===== src/rtl/rr_arbiter_8.sv =====
// Eight-way round-robin arbiter with registered one-hot grant, binary winner index
// and an optional cap on how many consecutive cycles a single grant may be held.
module rr_arbiter_8 #(
  parameter int unsigned HOLD_MAX = 0
) (
  input  logic       clk,
  input  logic       rst_n,
  input  logic [7:0] req,
  output logic [7:0] grant,
  output logic [2:0] grant_idx,
  output logic       grant_valid
);

  typedef enum logic [1:0] {
    S_IDLE,
    S_GRANT,
    S_RELEASE
  } state_t;

  localparam bit         TIMEOUT_EN = (HOLD_MAX != 0);
  localparam logic [7:0] HOLD_LAST  = 8'(HOLD_MAX - 1);

  state_t     state_q, state_d;
  logic [2:0] ptr_q, ptr_d;
  logic [7:0] cnt_q, cnt_d;
  logic [2:0] idx_q, idx_d;
  logic       vld_q, vld_d;
  logic [7:0] grant_q, grant_d;
  logic [3:0] pick;
  logic       hold_expired;

  // Returns {found, index} of the first set request scanning upward from p with wrap.
  function automatic logic [3:0] rr_pick(input logic [7:0] r, input logic [2:0] p);
    logic [7:0] rot;
    logic [2:0] off;
    logic       found;
    rot   = 8'({r, r} >> p);
    off   = 3'd0;
    found = 1'b0;
    for (int k = 7; k >= 0; k--) begin
      if (rot[k]) begin
        off   = 3'(k);
        found = 1'b1;
      end
    end
    return {found, p + off};
  endfunction

  always_ff @(posedge clk) begin
    if (!rst_n) begin
      state_q <= S_IDLE;
      ptr_q   <= 3'd0;
      cnt_q   <= 8'd0;
      idx_q   <= 3'd0;
      vld_q   <= 1'b0;
      grant_q <= 8'd0;
    end else begin
      state_q <= state_d;
      ptr_q   <= ptr_d;
      cnt_q   <= cnt_d;
      idx_q   <= idx_d;
      vld_q   <= vld_d;
      grant_q <= grant_d;
    end
  end

  always_comb begin
    state_d      = state_q;
    ptr_d        = ptr_q;
    cnt_d        = cnt_q;
    idx_d        = idx_q;
    vld_d        = vld_q;
    pick         = rr_pick(req, ptr_q);
    hold_expired = TIMEOUT_EN && (cnt_q == HOLD_LAST);

    case (state_q)
      S_IDLE, S_RELEASE: begin
        // The release cycle arbitrates exactly like idle, but with the advanced pointer.
        if (pick[3]) begin
          state_d = S_GRANT;
          idx_d   = pick[2:0];
          vld_d   = 1'b1;
          cnt_d   = 8'd0;
        end else begin
          state_d = S_IDLE;
          vld_d   = 1'b0;
        end
      end
      S_GRANT: begin
        if (!req[idx_q] || hold_expired) begin
          state_d = S_RELEASE;
          vld_d   = 1'b0;
          ptr_d   = idx_q + 3'd1;
        end else begin
          cnt_d = cnt_q + 8'd1;
        end
      end
      default: begin
        state_d = S_IDLE;
        vld_d   = 1'b0;
      end
    endcase

    grant_d = vld_d ? (8'd1 << idx_d) : 8'd0;
  end

  assign grant       = grant_q;
  assign grant_idx   = idx_q;
  assign grant_valid = vld_q;

endmodule

===== config.mk =====
export PLATFORM = sky130hd
export DESIGN_NAME = rr_arbiter_8
export DESIGN_NICKNAME = d
export VERILOG_FILES = /design/src/rtl/rr_arbiter_8.sv
export SDC_FILE = /design/constraint.sdc
export NUM_CORES = 1
export LEC_CHECK = 0
export BUFFER_PORTS_ARGS = -buffer_cell sky130_fd_sc_hd__buf_4
export CORE_MARGIN = 4
export CORE_UTILIZATION = 45
export DETAILED_ROUTE_END_ITERATION = 12
export GPL_ROUTABILITY_DRIVEN = 0
export PLACE_DENSITY = 0.66
export SLEW_MARGIN = 20
export SYNTH_ARGS = -nofsm -noshare
export SYNTH_HDL_FRONTEND = slang
export SYNTH_SLANG_ARGS = --single-unit
export TNS_END_PERCENT = 30

===== constraint.sdc =====
create_clock -name clk -period 4.4 [get_ports clk]
set_clock_uncertainty 0.1 [all_clocks]
set_input_delay 0.22 -clock clk [delete_from_list [all_inputs] [get_ports clk]]
set_output_delay 0.22 -clock clk [all_outputs]
set_load 0.02 [all_outputs]

==> summary.txt, run 1 <==
Power
  • Leakage: 0.606 nW
  • Final Power: 0.609 mW
  • VDD IR max: 248 uV
  • PwrDens: 392 nW/um^2

STA
  • Final hold vios: 0
  • Slew @ Worst Pin: 0.761 ns
  • Slew Limit Fails: 0
  • Max Clk Rate: 0.248 GHz
  • Setup TNS: 0 ns
  • Final setup vio count: 0
  • Slew headroom: 0.492
  • Final Cycle Share: 0.915
  • Minimum clock period: 4.03 ns
  • RSZ-0062 raised after global routing: false

Global route
  • Largest net degree at the start of global routing: 20
  • Met2 Track Usage GR: 0.260
  • First-pass GRT wire length: 5.57 mm
  • Initial antenna violation count: 0
  • Top Usage Layer GRT: met2
  • Total gr overflow: 0
  • Met3 Usage GRT: 0.0515
  • Vias in the first global route: 1,100
  • Gr usage total: 0.174
  • Met1 Usage GRT: 0.252

Route
  • Routed Wire Length: 3.23 mm
  • DR WL/cell: 16.5 um
  • Vias per inst: 6.10
  • Detailed Route Iter0 Violations: 94
  • DRC violation count after routing: 0
  • DRT antenna net count: 0
  • Initial DRT Pass Iterations: 4
  • Via count: 1,196

Critical path
  • Worst R2R Path Depth: 13
  • FF-to-FF setup slack: 0.37 ns
  • End of the worst register-to-register path: grant[2]
  • Critical path type: reg2reg
  • CP Capture Type: register
  • Startpoint types: register
  • R2R Path Start: ptr_q[1]
  • WP data arrival: 4.10 ns
  • WP data required: 4.48 ns
  • Critical path fanouts, max: 11

Die
  • Initial core utilization: 0.482
  • Chip Width: 63.1 um
  • Chip Height: 63.1 um
  • Boundary Pins: 22
  • Core ar.: 2830 um^2
  • Die Area: 3980 um^2
  • Row count: 19

Cells and area
  • Nets: 179
  • Final cell count without fillers: 196
  • Layout cell share with drive strength beyond 1: 0.255
  • Area delta synth->final: 13.9%
  • Final Util: 0.549
  • ANT cells: 0

Yosys
  • Ys flop type: dfxtp_1
  • Net count after synthesis: 159
  • Share of the synthesized area in the top cell type: 0.250
  • Yosys reg bits: 17
  • Synthesis Warnings: 0
  • Syn avg cell area: 9.34 um^2
  • Synth area leader: dfxtp_1
  • Synth cell types: 47
  • Most common cell in the netlist: nor2_1
  • Asr flop ratio synth: 0
  • Post-synthesis cell area: 1360 um^2
  • Post-synth EDFFs: 0
  • Post-Synthesis Cells: 146
  • Top cells by count, synth: nor2_1 (20), dfxtp_1 (17), mux2i_1 (11)
  • Seq/Total Area, Yosys: 0.250
  • Largest cells by area after synthesis: dfxtp_1 (25%), mux2i_1 (8.1%), mux4_2 (6.6%), mux4_1 (5.8%), nor2_1 (5.5%)

Clock tree
  • H-Tree Depth: 1
  • TritonCTS Buffers: 3
  • CTS Hold Bufs: 0
  • Root Buffer: clkbuf_4
  • Post-CTS Resized: 0
  • CTS tree: done
  • Post-CTS Setup Bufs: 0
  • Longest Clk Path Bufs: 2
  • Clk_lat worst skew: 0.28 ns
  • # clock sinks: 17
  • Worst-path clk slew: 0.09 ns

Worst hold path
  • Hold Crit Endpoint: grant_idx[2]
  • Worst Hold Path Cells: 3
  • HP Class: in2reg
  • Hold path start: rst_n

Status
  • Outcome: complete, no violations

Placement
  • # port buffers: 21
  • DP HPWL: 2.44 mm
  • Dpl cells: 192

Run
  • Total of max-cap violations: 0
-- how the worst max path moves through the flow --
stage	slack, ns	start	end	cells after the start
floorplan	0.53	ptr_q[1]	grant[0]	13
global placement	0.51	ptr_q[1]	grant[0]	13
global route	0.09	ptr_q[1]	grant[0]	13
CTS	0.39	ptr_q[1]	grant[2]	13
finish	0.37	ptr_q[1]	grant[2]	13
detailed placement	0.43	ptr_q[1]	grant[2]	13
-- stage by stage --
step           worst slack (ns)  hold WS (ns)  area, um^2
2_1_floorplan             0.535         0.279        1360
3_3_place_gp              0.513         0.437        1530
3_5_place_dp              0.428         0.439        1530
4_1_cts                   0.394         0.127        1550
5_1_grt                  0.0885         0.141        1550
6_report                  0.374         0.129        1550
-- report_power, final --
part / switching (mW) / internal, mW / total [mW]
sequential: 0.0440 / 0.177 / 0.221
combinational: 0.160 / 0.147 / 0.307
clock: 0.0462 / 0.0352 / 0.0814
-- critical path: stages, from the launching register on --
cell,delay (ns)
dfxtp_1,0.64
buf_4,0.27
mux2_1,0.38
mux4_1,0.51
o31ai_1,0.29
o211ai_1,0.14
a21oi_1,0.17
ha_1,0.18
fa_1,0.24
nand2_1,0.09
a2111oi_2,0.41
a2111oi_4,0.12
a32oi_2,0.30
nor2_1,0.07
-- layout make-up --
cell class | count | area (um^2)
fill | 269 | 1280
sequential | 17 | 340
tap | 31 | 38.8
inverter | 5 | 18.8
multi-input combinational | 117 | 963
timing repair buffer | 22 | 165
clock buffer | 4 | 26.3
-- sequential cells by signal (all words and copies together), names as in the netlist --
| register | count |
|---|---|
| grant | 8 |
| grant_idx | 3 |
| ptr_q | 3 |
| state_q | 2 |
| grant_valid | 1 |
-- cell families after synthesis --
group,after synthesis,synth area share
buffers and inverters,12,0.0440
XOR/XNOR,1,0.00642
AO/OA/AOI/OAI,33,0.206
flip-flops,17,0.250
AND/OR/NAND/NOR,55,0.198
adder cells (fa/ha/maj),3,0.0330
multiplexers,25,0.262
-- metal layers --
| layer | wire (um) | part of all wire |
|---|---|---|
| met5 | 0 | 0 |
| met4 | 12 | 0.0037 |
| met3 | 166 | 0.051 |
| met2 | 1460 | 0.45 |
| met1 | 1590 | 0.49 |
-- cells in the final DEF (no fill, tap or decap), types with 2 or more instances in the layout --
| master | netlist | final |
|---|---|---|
| mux4_2 | 4 | 4 |
| nor3b_1 | 2 | 2 |
| buf_4 | 0 | 22 |
| a31oi_1 | 5 | 5 |
| nor2_1 | 20 | 20 |
| nand2b_1 | 2 | 2 |
| a21oi_1 | 5 | 5 |
| inv_1 | 5 | 5 |
| a21o_1 | 2 | 2 |
| nor3_1 | 7 | 7 |
| mux4_1 | 3 | 3 |
| o22ai_1 | 3 | 3 |
| nand2_1 | 8 | 8 |
| or3_1 | 3 | 3 |
| mux2_2 | 4 | 4 |
| nor4_1 | 2 | 2 |
| clkbuf_4 | 0 | 3 |
| nand3_1 | 2 | 2 |
| o21ai_0 | 2 | 2 |
| dfxtp_1 | 17 | 17 |
| ha_1 | 2 | 2 |
| mux2_1 | 3 | 3 |
| mux2i_1 | 11 | 11 |
| nor2b_1 | 6 | 6 |
Note: power is estimated with default switching activity, not from simulation.
==> inputs of run 2 (changes only) <==
Settings changed: PLACE_DENSITY 0.66 to 0.77.
==> run 2 against run 1 <==
  * Critical path type unchanged
  * Die area is the same
  * Critical endpoint is now grant[0]
  * Combinational power is essentially flat
  * First-iteration DRC count shrank 8.5%
  * Largest cell class unchanged
  * Largest power group unchanged
  * Total power grew 0.17%
  * Register-to-register slack gained 0.06 ns
  * Sequential share of layout area is essentially flat
  * Sequential cell count is the same
==> summary.txt, run 2 (same netlist as run 1, synthesis figures left out) <==
Power
  • VDD IR max: 125 uV
  • Clock group share of total power: 0.138
  • Leakage: 0.608 nW
  • PwrDens: 393 nW/um^2
  • P_sw: 0.253 mW
  • Sequential power share: 0.360
  • Sw Ratio: 0.414
  • Int Power: 0.357 mW
  • Comb power frac: 0.502

STA
  • RSZ-0062 raised after global routing: false
  • Slew @ Worst Pin: 0.739 ns
  • Hold_ws: 0.122 ns
  • Max Clk Rate: 0.252 GHz
  • Final Cycle Share: 0.902
  • Setup TNS: 0 ns
  • Final setup vio count: 0
  • Final hold vios: 0
  • Slew Limit Fails: 0
  • Slew headroom: 0.507
  • Minimum clock period: 3.97 ns

Route
  • DRT met1 WL: 1.27 mm
  • Vias per inst: 6.32
  • Met3 WL: 239 um
  • Met2 WL: 1.64 mm
  • DRT antenna net count: 0
  • Detailed Route Iter0 Violations: 86
  • DR WL/cell: 16.3 um
  • Routed Wire Length: 3.20 mm
  • Via count: 1,238
  • DRC violation count after routing: 0
  • Highest Signal Layer: met4
  • Initial DRT Pass Iterations: 4

Critical path
  • End of the worst register-to-register path: grant[0]
  • Critical Path Sink: grant[0]
  • R2R Path Start: ptr_q[1]
  • Critical path type: reg2reg
  • Critical path fanouts, max: 11
  • Worst R2R Path Depth: 11
  • Startpoint types: register
  • Worst Path Buf+Inv: 0
  • Worst Setup SP: ptr_q[1]
  • Worst path max stage delay: 0.62 ns
  • Top cell by count, worst path: a21oi_1
  • Levels on crit path: 11
  • Critical-path cell list: mux2_1, mux4_2, a21oi_1, a21oi_1, ha_1, fa_1, or2_2, a2111oi_1, a2111oi_4, a32oi_2, nor2_1
  • WP data arrival: 4.05 ns
  • FF-to-FF setup slack: 0.43 ns
  • CP max-delay cell: dfxtp_1
  • CP Capture Type: register
  • Crit-path leading delay family: compound AO/OA/AOI/OAI gates
  • WP data required: 4.48 ns

Die
  • Die Area: 3980 um^2
  • Boundary Pins: 22
  • Core ar.: 2830 um^2
  • Row count: 19
  • Chip Width: 63.1 um
  • Chip Height: 63.1 um
  • Initial core utilization: 0.482

Clock tree
  • # clock sinks: 17
  • Post-CTS Resized: 0
  • Root Buffer: clkbuf_4
  • CTS tree: done
  • Longest Clk Path Bufs: 2
  • Clk_lat worst skew: 0.29 ns
  • Post-CTS Setup Bufs: 0
  • CTS Hold Bufs: 0
  • TritonCTS Buffers: 3
  • H-Tree Depth: 1
  • Worst-path clk slew: 0.10 ns

Cells and area
  • Commonest non-fill, non-tap cells in the layout: buf_4 (22), nor2_1 (20), dfxtp_1 (17)
  • ANT cells: 0
  • Final Util: 0.549
  • Final cell count without fillers: 196
  • Fin area: 1550 um^2
  • Area delta synth->final: 13.9%
  • Layout cell share with drive strength beyond 1: 0.261
  • Nets: 179
  • Leading cell type in the layout, fill and taps excluded: buf_4
  • Largest register FFs: 8

Worst hold path
  • HP Class: in2reg

Global route
  • Total gr overflow: 0
  • Initial antenna violation count: 0
  • Largest net degree at the start of global routing: 20
  • Gr usage total: 0.169
  • Vias in the first global route: 1,150
  • First-pass GRT wire length: 5.52 mm

Placement
  • Placed cell area: 1530 um^2
  • # port buffers: 21
  • Dpl cells: 192
  • DP HPWL: 2.36 mm

Run
  • Total of max-cap violations: 0

Status
  • Outcome: complete, no violations
-- run 2: cell types whose count changed in the layout (fill, tap and decap cells not counted) --
cell | previous run | this run
clkbuf_1 | 1 | 0
clkinv_2 | 0 | 1
-- run 2: worst min-delay path by stage --
stage | from | endpoint | depth (start not counted)
floorplan | rst_n | grant_idx[2] | 2
global placement | rst_n | grant_idx[2] | 3
detailed placement | rst_n | grant_idx[2] | 3
CTS | rst_n | grant_idx[2] | 3
global route | rst_n | grant_idx[2] | 3
finish | rst_n | grant_idx[2] | 3
-- run 2: per-layer routing --
metal | vias to the layer above | GRT usage
met5 | - | 0
met2 | 53 | 0.279
met4 | 0 | 0.0661
met1 | 584 | 0.220
li1 | 594 | -
met3 | 7 | 0.0249
-- run 2: through the flow --
| step | total power, mW | setup WS (ns) |
|---|---|---|
| 6_report | 0.610 | 0.431 |
| 3_3_place_gp | 0.520 | 0.560 |
| 5_1_grt | 0.656 | 0.232 |
| 4_1_cts | 0.610 | 0.448 |
| 2_1_floorplan | 0.449 | 0.535 |
| 3_5_place_dp | 0.528 | 0.467 |
-- run 2: cell type report --
| class | count | area (um^2) |
|---|---|---|
| well taps | 31 | 38.8 |
| repair buffers | 22 | 165 |
| fillers | 255 | 1270 |
| clock buffers | 3 | 22.5 |
| flip-flops and latches | 17 | 340 |
| clock inverters | 1 | 5.00 |
| multi-input cells | 117 | 963 |
| inverters | 5 | 18.8 |
-- run 2: power by group through the flow --
stage                     Combinational [mW]  Clock (mW)  Sequential [mW]
after floorplan                        0.233           0            0.216
after global placement                 0.299           0            0.221
after detailed placement               0.304           0            0.224
after CTS                              0.305      0.0849            0.220
after global routing                   0.336      0.0929            0.227
final                                  0.306      0.0842            0.220
-- run 2: worst reg2reg max path, cell delays in order (launching register included) --
cell	delay, ns
dfxtp_1	0.62
mux2_1	0.45
mux4_2	0.47
a21oi_1	0.12
a21oi_1	0.09
ha_1	0.20
fa_1	0.43
or2_2	0.30
a2111oi_1	0.61
a2111oi_4	0.09
a32oi_2	0.31
nor2_1	0.08
==> inputs of run 3 (changes only) <==
Settings changed: CORE_MARGIN 4 to 1.
==> run 3 against run 2 <==
  * The run now ends with DRC left
  * Cell count unchanged
  * Worst setup slack worse by 0.0093 ns
  * Clock-buffer cell count is the same
  * Total power is 0.46% higher
  * Via count is 1.1% lower
  * First-iteration DRC count fell by 59%
  * Wire length shrank 1.8%
  * Sequential share of layout area stayed put
  * Critical path type unchanged
  * Critical endpoint is now grant[3]
  * Largest cell class unchanged
  * Highest routed layer unchanged
==> summary.txt, run 3 (same netlist as run 1, synthesis figures left out) <==
Status
  • Outcome: finished with violations
  • Failing checks: DRC

Clock tree
  • Worst-path clk slew: 0.11 ns
  • # clock sinks: 17
  • H-Tree Depth: 1
  • Post-CTS Resized: 0
  • TritonCTS Buffers: 3
  • Clk_lat worst skew: 0.30 ns
  • CTS tree: done
  • Post-CTS Setup Bufs: 0
  • Root Buffer: clkbuf_4
  • CTS Hold Bufs: 0
  • Longest Clk Path Bufs: 2

Cells and area
  • Nets: 179
  • Commonest non-fill, non-tap cells in the layout: buf_4 (22), nor2_1 (20), dfxtp_1 (17)
  • ANT cells: 0
  • Layout cell share with drive strength beyond 1: 0.261
  • Largest register FFs: 8
  • Final Util: 0.554
  • Fin area: 1550 um^2
  • Leading cell type in the layout, fill and taps excluded: buf_4
  • Area delta synth->final: 13.9%

Power
  • VDD IR max: 115 uV
  • Leakage: 0.608 nW
  • PwrDens: 395 nW/um^2

Critical path
  • WP data required: 4.50 ns
  • Critical Path Sink: grant[3]
  • Critical path fanouts, max: 11
  • WP data arrival: 4.07 ns
  • Levels on crit path: 12
  • R2R Path Start: ptr_q[1]
  • CP Capture Type: register
  • Worst path max stage delay: 0.64 ns
  • Worst Path Buf+Inv: 0
  • Critical path type: reg2reg
  • CP max-delay cell: dfxtp_1
  • End of the worst register-to-register path: grant[3]
  • FF-to-FF setup slack: 0.42 ns
  • Worst R2R Path Depth: 12
  • Crit-path leading delay family: compound AO/OA/AOI/OAI gates
  • Critical-path cell list: mux2i_1, mux4_1, o31ai_1, o211ai_1, a21oi_1, ha_1, fa_1, or2_2, a2111oi_1, a2111oi_4, a32oi_2, nor2_1
  • Startpoint types: register
  • Worst Setup SP: ptr_q[1]

Route
  • DRT antenna net count: 0
  • Routed Wire Length: 3.14 mm
  • Vias per inst: 6.25
  • Initial DRT Pass Iterations: 8
  • DRC violation count after routing: 4
  • Detailed Route Iter0 Violations: 35
  • Via count: 1,225
  • DR WL/cell: 16.0 um

STA
  • Minimum clock period: 3.98 ns
  • Final critical-path setup slack: 0.422 ns
  • Slew Limit Fails: 0
  • Setup TNS: 0 ns
  • RSZ-0062 raised after global routing: false
  • Hold_ws: 0.120 ns
  • Max Clk Rate: 0.251 GHz
  • Final setup vio count: 0
  • Slew @ Worst Pin: 0.751 ns
  • Slew headroom: 0.499
  • Final hold vios: 0
  • Final Cycle Share: 0.904

Die
  • Chip Height: 57.1 um
  • Core ar.: 2810 um^2
  • Initial core utilization: 0.486
  • Die Area: 3250 um^2
  • Boundary Pins: 22
  • Chip Width: 57.1 um
  • Row count: 19

Worst hold path
  • Worst Hold Path Cells: 3
  • HP Class: in2reg

Placement
  • # port buffers: 21
  • Pre-CTS setup slack: 0.464 ns
  • Placed cell area: 1530 um^2
  • DP HPWL: 2.32 mm

Global route
  • First-pass GRT wire length: 5.27 mm
  • Largest net degree at the start of global routing: 20
  • Initial antenna violation count: 0
  • Gr usage total: 0.206
  • Total gr overflow: 0
  • Vias in the first global route: 1,131

Run
  • Total of max-cap violations: 0
==> run 3: final cells by class <==
cell class / count / area, um^2
clock buffer: 3 / 22.5
clock inverter: 1 / 5.00
fill: 249 / 1250
inverter: 5 / 18.8
multi-input combinational: 117 / 963
sequential: 17 / 340
tap: 31 / 38.8
timing repair buffer: 22 / 165
==> run 3: worst reg2reg max path, cell delays in order, from the launching register on <==
cell	delay (ns)
dfxtp_1	0.64
mux2i_1	0.54
mux4_1	0.33
o31ai_1	0.08
o211ai_1	0.09
a21oi_1	0.10
ha_1	0.20
fa_1	0.42
or2_2	0.30
a2111oi_1	0.59
a2111oi_4	0.09
a32oi_2	0.33
nor2_1	0.06
==> run 3: worst min-delay path by stage <==
| stage | start | slack, ns | end |
|---|---|---|---|
| 3_5_place_dp | rst_n | 0.45 | grant_idx[2] |
| 4_1_cts | rst_n | 0.12 | grant_idx[2] |
| 2_1_floorplan | rst_n | 0.28 | grant_idx[2] |
| 5_1_grt | rst_n | 0.16 | grant_idx[2] |
| 3_3_place_gp | rst_n | 0.42 | grant_idx[2] |
| 6_report | rst_n | 0.12 | grant_idx[2] |
==> run 3: per-layer routing <==
| metal | vias up | routed length, um | share of wire | global-route usage |
|---|---|---|---|---|
| met1 | 594 | 1380 | 0.44 | 0.257 |
| met5 | - | 0 | 0 | 0 |
| met3 | 2 | 94 | 0.030 | 0.0136 |
| met4 | 0 | 19 | 0.0060 | 0.0836 |
| met2 | 33 | 1650 | 0.53 | 0.370 |
| li1 | 596 | - | - | - |
==> run 3: through the flow <==
| stage | total power, mW | instances |
|---|---|---|
| 2_1_floorplan | 0.449 | 146 |
| 3_3_place_gp | 0.519 | 192 |
| 3_5_place_dp | 0.525 | 192 |
| 4_1_cts | 0.612 | 196 |
| 5_1_grt | 0.651 | 196 |
| 6_report | 0.613 | 196 |
==> run 3: report_power, final <==
part | total [mW] | internal (mW) | switching, mW
clock | 0.0879 | 0.0339 | 0.0539
sequential | 0.219 | 0.177 | 0.0418
combinational | 0.307 | 0.147 | 0.160
total | 0.613 | 0.358 | 0.256
